==> src/rtl/arcabuco_muldiv.sv <==
// arcabuco_muldiv: M-extension execute unit for the arcabuco core.
//
// Runs one multiply or divide at a time and hands one XLEN result to
// writeback through a valid/ready handshake.
//  - Multiplies (mul, mulh, mulhsu, mulhu) use a MUL_STAGES-deep pipelined
//    multiplier. The accept edge loads the first product register.
//  - Divides (div, divu, rem, remu) use a radix-2 restoring divider. The
//    accept edge is the setup step and loads the operand magnitudes. It is
//    followed by XLEN iteration cycles and one sign-fixup cycle.
//  - Some cases finish at the accept edge: a zero divisor, signed overflow
//    and the unused opcodes 8-15.
//
// Latency counts register edges from the accept edge inclusive:
//   mul-class MUL_STAGES, divide XLEN+2, early-out 1.
//
// Ports:
//   clk          core clock
//   rst_n        asynchronous active-low reset
//   kill_i       flush; drops any in-flight operation or pending result
//   in_valid_i   request valid
//   in_ready_o   unit idle and able to accept
//   op_i[3:0]    opcode: mul=0 mulh=1 mulhsu=2 mulhu=3 div=4 divu=5 rem=6 remu=7
//   a_i, b_i     rs1 / rs2 operands (XLEN bits)
//   out_valid_o  result valid
//   out_ready_i  writeback accepts the result
//   result_o     registered result (XLEN bits)
//
// Optional build macro ARCABUCO_MULDIV_OUT_BUFF_EN:
//   Adds one output register after the result mux. Every latency grows by
//   one cycle. kill_i also clears this register.
module arcabuco_muldiv #(
  parameter int XLEN       = 32,
  parameter int MUL_STAGES = 2
) (
  input  logic            clk,
  input  logic            rst_n,
  input  logic            kill_i,
  input  logic            in_valid_i,
  output logic            in_ready_o,
  input  logic [3:0]      op_i,
  input  logic [XLEN-1:0] a_i,
  input  logic [XLEN-1:0] b_i,
  output logic            out_valid_o,
  input  logic            out_ready_i,
  output logic [XLEN-1:0] result_o
);

  typedef enum logic [1:0] {IDLE, MUL, DIV, DONE} state_e;

  // The last multiplier stage is the result register itself.
  // pipe_q therefore holds MUL_STAGES-1 full products.
  localparam int PIPE_N  = (MUL_STAGES > 1) ? MUL_STAGES - 1 : 1;
  localparam int CNT_MAX = (XLEN > MUL_STAGES) ? XLEN : MUL_STAGES;
  localparam int CW      = $clog2(CNT_MAX + 1);
  localparam logic [CW-1:0] DIV_LAST = CW'(XLEN);
  localparam logic [CW-1:0] MUL_LAST = CW'(PIPE_N - 1);

  state_e            state_q, state_d;
  logic [1:0]        op_q, op_d;
  logic [CW-1:0]     cnt_q, cnt_d;
  logic [2*XLEN-1:0] pipe_q [PIPE_N];
  logic [2*XLEN-1:0] pipe_d [PIPE_N];
  logic [XLEN-1:0]   quo_q, quo_d;
  logic [XLEN-1:0]   rem_q, rem_d;
  logic [XLEN-1:0]   dvs_q, dvs_d;
  logic              quo_neg_q, quo_neg_d;
  logic              rem_neg_q, rem_neg_d;
  logic [XLEN-1:0]   res_q, res_d;

  logic              accept;
  logic              out_hs;
  logic              mul_a_sgn, mul_b_sgn;
  logic [2*XLEN+1:0] a_ext, b_ext;
  logic [2*XLEN-1:0] prod;
  logic              div_sgn, a_neg, b_neg, b_zero, div_ovf;
  logic [XLEN-1:0]   a_mag, b_mag;
  logic [XLEN:0]     shifted;
  logic              div_ge;

  // mul keeps the low half of the product; mulh, mulhsu and mulhu keep the high half.
  function automatic logic [XLEN-1:0] mul_slice(input logic [1:0] op,
                                                input logic [2*XLEN-1:0] p);
    return (op == 2'b00) ? p[XLEN-1:0] : p[2*XLEN-1:XLEN];
  endfunction

  assign in_ready_o = (state_q == IDLE);
  assign accept     = in_valid_i & in_ready_o & ~kill_i;
  assign out_hs     = out_valid_o & out_ready_i;

  // Operand conditioning.
  // Multiply operands are extended to 2*XLEN+2 bits, so that one signed
  // multiplier covers all four signedness variants. Only the low 2*XLEN
  // product bits are ever needed.
  // Divide operands are reduced to magnitudes. The early-out conditions are
  // also detected here.
  always_comb begin
    mul_a_sgn = (op_i[1:0] == 2'b01) || (op_i[1:0] == 2'b10);
    mul_b_sgn = (op_i[1:0] == 2'b01);
    a_ext     = {{(XLEN+2){mul_a_sgn & a_i[XLEN-1]}}, a_i};
    b_ext     = {{(XLEN+2){mul_b_sgn & b_i[XLEN-1]}}, b_i};
    prod      = (2*XLEN)'(a_ext * b_ext);

    div_sgn   = ~op_i[0];
    a_neg     = div_sgn & a_i[XLEN-1];
    b_neg     = div_sgn & b_i[XLEN-1];
    a_mag     = a_neg ? (~a_i + 1'b1) : a_i;
    b_mag     = b_neg ? (~b_i + 1'b1) : b_i;
    b_zero    = (b_i == '0);
    div_ovf   = div_sgn & (a_i == {1'b1, {(XLEN-1){1'b0}}}) & (&b_i);
  end

  // One restoring step.
  // The next dividend bit is shifted into the partial remainder. The divisor
  // is subtracted only when it fits.
  always_comb begin
    shifted = {rem_q, quo_q[XLEN-1]};
    div_ge  = (shifted >= {1'b0, dvs_q});
  end

  // Next-state and datapath control.
  // kill_i overrides every other transition.
  always_comb begin
    state_d   = state_q;
    op_d      = op_q;
    cnt_d     = cnt_q;
    pipe_d    = pipe_q;
    quo_d     = quo_q;
    rem_d     = rem_q;
    dvs_d     = dvs_q;
    quo_neg_d = quo_neg_q;
    rem_neg_d = rem_neg_q;
    res_d     = res_q;

    case (state_q)
      IDLE: begin
        if (accept) begin
          op_d = op_i[1:0];
          if (op_i[3]) begin
            res_d   = '0;
            state_d = DONE;
          end else if (!op_i[2]) begin
            if (MUL_STAGES == 1) begin
              res_d   = mul_slice(op_i[1:0], prod);
              state_d = DONE;
            end else begin
              pipe_d[0] = prod;
              cnt_d     = '0;
              state_d   = MUL;
            end
          end else if (b_zero) begin
            res_d   = op_i[1] ? a_i : '1;
            state_d = DONE;
          end else if (div_ovf) begin
            // MIN / -1 wraps back to MIN, and its remainder is zero.
            res_d   = op_i[1] ? '0 : a_i;
            state_d = DONE;
          end else begin
            quo_d     = a_mag;
            dvs_d     = b_mag;
            rem_d     = '0;
            quo_neg_d = a_neg ^ b_neg;
            rem_neg_d = a_neg;
            cnt_d     = '0;
            state_d   = DIV;
          end
        end
      end

      MUL: begin
        for (int i = 1; i < PIPE_N; i++) begin
          pipe_d[i] = pipe_q[i-1];
        end
        if (cnt_q == MUL_LAST) begin
          res_d   = mul_slice(op_q, pipe_q[PIPE_N-1]);
          state_d = DONE;
        end else begin
          cnt_d = cnt_q + 1'b1;
        end
      end

      DIV: begin
        if (cnt_q == DIV_LAST) begin
          if (op_q[1]) begin
            res_d = rem_neg_q ? (~rem_q + 1'b1) : rem_q;
          end else begin
            res_d = quo_neg_q ? (~quo_q + 1'b1) : quo_q;
          end
          state_d = DONE;
        end else begin
          quo_d = {quo_q[XLEN-2:0], div_ge};
          rem_d = div_ge ? XLEN'(shifted - {1'b0, dvs_q}) : shifted[XLEN-1:0];
          cnt_d = cnt_q + 1'b1;
        end
      end

      DONE: begin
        if (out_hs) begin
          state_d = IDLE;
        end
      end

      default: state_d = IDLE;
    endcase

    if (kill_i) begin
      state_d = IDLE;
    end
  end

  always_ff @(posedge clk or negedge rst_n) begin
    if (!rst_n) begin
      state_q   <= IDLE;
      op_q      <= '0;
      cnt_q     <= '0;
      pipe_q    <= '{default: '0};
      quo_q     <= '0;
      rem_q     <= '0;
      dvs_q     <= '0;
      quo_neg_q <= 1'b0;
      rem_neg_q <= 1'b0;
      res_q     <= '0;
    end else begin
      state_q   <= state_d;
      op_q      <= op_d;
      cnt_q     <= cnt_d;
      pipe_q    <= pipe_d;
      quo_q     <= quo_d;
      rem_q     <= rem_d;
      dvs_q     <= dvs_d;
      quo_neg_q <= quo_neg_d;
      rem_neg_q <= rem_neg_d;
      res_q     <= res_d;
    end
  end

`ifdef ARCABUCO_MULDIV_OUT_BUFF_EN
  logic [XLEN-1:0] buf_q, buf_d;
  logic            vld_q, vld_d;

  // The buffer copies res_q every cycle. res_q only changes on entry to
  // DONE, so the buffered result stays stable while vld_q is high.
  // vld_q trails the DONE state by one cycle.
  always_comb begin
    buf_d = res_q;
    vld_d = (state_q == DONE) & ~out_hs;
    if (kill_i) begin
      buf_d = '0;
      vld_d = 1'b0;
    end
  end

  always_ff @(posedge clk or negedge rst_n) begin
    if (!rst_n) begin
      buf_q <= '0;
      vld_q <= 1'b0;
    end else begin
      buf_q <= buf_d;
      vld_q <= vld_d;
    end
  end

  assign result_o    = buf_q;
  assign out_valid_o = vld_q;
`else
  assign result_o    = res_q;
  assign out_valid_o = (state_q == DONE);
`endif

endmodule

==> config.mk <==
export PLATFORM = sky130hd
export DESIGN_NAME = arcabuco_muldiv
export DESIGN_NICKNAME = d
export VERILOG_FILES = /design/src/rtl/arcabuco_muldiv.sv
export SDC_FILE = /design/constraint.sdc
export NUM_CORES = 2
export LEC_CHECK = 0
export CAP_MARGIN = 10
export CORE_MARGIN = 2
export CORE_UTILIZATION = 40
export CTS_CLUSTER_DIAMETER = 120
export DETAILED_ROUTE_END_ITERATION = 12
export PLACE_DENSITY = 0.62
export SYNTH_ARGS = -nofsm -noshare
export SYNTH_HDL_FRONTEND = slang
export SYNTH_SLANG_ARGS = --single-unit
==> constraint.sdc <==
create_clock -name clk -period 10.5 [get_ports clk]
set_input_delay 2.1 -clock clk [delete_from_list [all_inputs] [get_ports clk]]
set_output_delay 2.1 -clock clk [all_outputs]
set_load 0.1 [all_outputs]
==> results.py <==
metrics = {
    "outcome": {
        "run_status": "finished clean",
    },
    "critical_path": {
        "critPathKind": "input port to register",
        "critical_path_required_ns": 10.99,
        "path_max_fanout": 20,
        "max_stage_delay_ns": 0.59,
        "cp_slowest_cell": "clkdlybuf4s50_1",
        "crit_arrival_ns": 10.75,
        "cp_common_cell": "fa_1",
        "critPathLaunchType": "input port",
        "endpoint_kind": "register",
    },
    "route": {
        "wl_um": 163000,
        "first_pass_iters": 6,
        "drc_errors": 0,
        "drt-wirelength-per-cell_um": 20.7,
        "drt_iter0_drc": 3153,
        "postRouteAntennaNets": 0,
        "num_vias": 41584,
        "via_per_inst": 5.28,
    },
    "yosys": {
        "synth_ff_type": "dfrtp_1",
        "synth_seq_area_share_pct": 9.76,
        "ys_top_cells_by_area": "fa_1 (43%), dfrtp_1 (9.8%), inv_1 (8.9%), nand2_1 (7.4%), ha_1 (6.1%)",
        "netlist_area_mm2": 0.0523,
        "synth_top_area_share_pct": 43.1,
        "synth_cell_types": 75,
        "ys_ff_latch": 204,
        "syn_avg_cell_area_um2": 8.60,
        "synth_edf_count": 0,
        "syn_nets": 7540,
        "synthCells": 6084,
        "ys_warn_count": 0,
        "yosys.area.top_type": "fa_1",
        "synthArstFlopShare_pct": 100,
    },
    "clocking": {
        "htree_levels": 1,
        "tritoncts": "yes",
        "cts_buffers": 26,
        "post_cts_buffers": 0,
        "clk_path_buf_depth": 3,
        "clk_latency_ns": 0.60,
        "cts.clk_slew.worst_paths_ns": 0.06,
        "cts_root_buffer": "clkbuf_16",
        "clkSinkCount": 204,
    },
    "timing": {
        "post-route-period-util_pct": 97.8,
        "worst_slew_pin_slew_ns": 1.25,
        "finalClockSkew_ns": 0.0457,
        "fmax_ghz": 0.0974,
        "setup_viol": 0,
        "finalHoldViolations": 0,
        "rsz0062_at_grt": "no",
        "maxSlewViolCount": 0,
        "timing.final.crit_period_ns": 10.27,
        "relSlewSlack_pct": 15.6,
    },
    "grt": {
        "grt_pass1_wl_um": 257000,
        "grt_max_degree": 90,
        "grt_usage_pct": 24.5,
        "grt_overflow": 0,
        "grt_pass1_vias": 43831,
        "antenna_found_initial": 10,
    },
    "placed_design": {
        "dp_cells": 7817,
        "gp_congestion": 0.938,
        "port_buffers": 106,
        "hpwl_um": 130000,
    },
    "die": {
        "die_h_um": 366,
        "die_x_um": 366,
        "rows": 132,
        "initial_core_util_pct": 40.4,
        "dieArea_mm2": 0.134,
        "pin_count": 107,
        "core_area_mm2": 0.130,
    },
    "cells_and_area": {
        "final_util_pct": 44.1,
        "fin_nets": 7559,
        "drive_gt1_share_pct": 7.02,
        "syn_to_final_growth_pct": 9.35,
        "fill_cells": 12857,
        "instances_no_fill": 7870,
    },
    "job": {
        "max_cap_viol_count": 0,
    },
    "hold_path": {
        "hold_class": "register to register",
    },
}
flip-flops by register name, summed over array words and instances, names as in the netlist:
signal / flops
pipe_q: 64
dvs_q: 32
quo_q: 32
rem_q: 32
result_o: 32
cnt_q: 6
op_q: 2
state_q: 2
quo_neg_q: 1
rem_neg_q: 1
through the flow:
step | TNS (ns) | cell area, um^2 | hold WS [ns] | setup slack, ns
after floorplan | 0 | 52300 | 0.440 | 0.0104
after global placement | -1.67 | 56200 | 0.452 | -0.346
after detailed placement | -2.66 | 56200 | 0.460 | -0.395
after CTS | 0 | 57200 | 0.475 | 0.145
after global routing | 0 | 57200 | 0.502 | 0.00275
final | 0 | 57200 | 0.474 | 0.233
final timing paths:
check / from / endpoint / slack [ns] / depth (start not counted)
setup reg to reg: state_q[0]$_DFFE_PN0P_ / rem_q[28]$_DFFE_PN0P_ / 5.89 / 9
hold / removal: pipe_q[4]$_DFFE_PN0P_ / pipe_q[4]$_DFFE_PN0P_ / 0.47 / 2
max in group asynchronous: rst_n / pipe_q[17]$_DFFE_PN0P_ / 6.86 / 3
min in group asynchronous: rst_n / rem_q[15]$_DFFE_PN0P_ / 1.53 / 1
setup / recovery: op_i[1] / pipe_q[63]$_DFFE_PN0P_ / 0.23 / 30
hold reg to reg: pipe_q[4]$_DFFE_PN0P_ / pipe_q[4]$_DFFE_PN0P_ / 0.47 / 2
synth_stat cells (91+ instances only):
library cell  count
nor2_1          226
dfrtp_1         204
xnor2_1         115
a21oi_1         244
clkbuf_1        288
inv_1          1241
ha_1            257
fa_1           1126
nand2_1        1029
o21ai_0         265
and2_1          330
xor2_1           91
final cells by class:
cell class	count	area [um^2]	share of cell area, %
antenna	6	15.0	0.0262
clock buffer	30	706	1.23
clock inverter	17	297	0.518
inverter	1241	4660	8.14
multi-input combinational	4264	41200	72.0
sequential	204	5110	8.92
tap	1742	2180	3.81
timing repair buffer	366	3070	5.37
what timing repair did:
action	4_1_cts	5_1_grt
resized for setup	0	9
hold buffers	0	0
setup endpoints to repair	0	7
endpoints found under the hold margin	0	0
worst max-delay path, delay by kind of cell:
kind,cells,cell delay [ns]
fa+ha+maj,10,4.89
compound gates,7,1.45
simple gates,5,0.95
buf+inv,8,1.30
layer usage:
layer / global-route usage [%] / routed length [um]
met5: 0 / 0
met4: 7.57 / 5670
met3: 2.39 / 9980
met2: 41.3 / 78400
met1: 33.5 / 68600
kinds of logic (layout without fill, tap and decap cells):
family	Yosys count	in the layout	share of synthesized area, %
buffers and inverters	1616	1654	11.7
other	0	6	0
DFF	204	204	9.76
AOI/OAI and AO/OA	735	735	8.29
adders and majority gates	1383	1383	49.2
and+or+nand+nor	1882	1882	16.4
muxes	58	58	1.19
xor gates and xnor gates	206	206	3.45
layout by cell type, fill, tap and decap left out, types with 66 or more instances in the layout:
cell type     n
o21ai_0     262
nor3_1       66
nor2_1      225
a21oi_1     243
nand2_1    1029
buf_4       237
and2_1      330
xor2_1       91
dfrtp_1     203
fa_1       1125
ha_1        255
xnor2_1     115
inv_1      1241
Power is not shown: default switching activity piles up to over one toggle a cycle in this logic, so the estimate is an artifact.
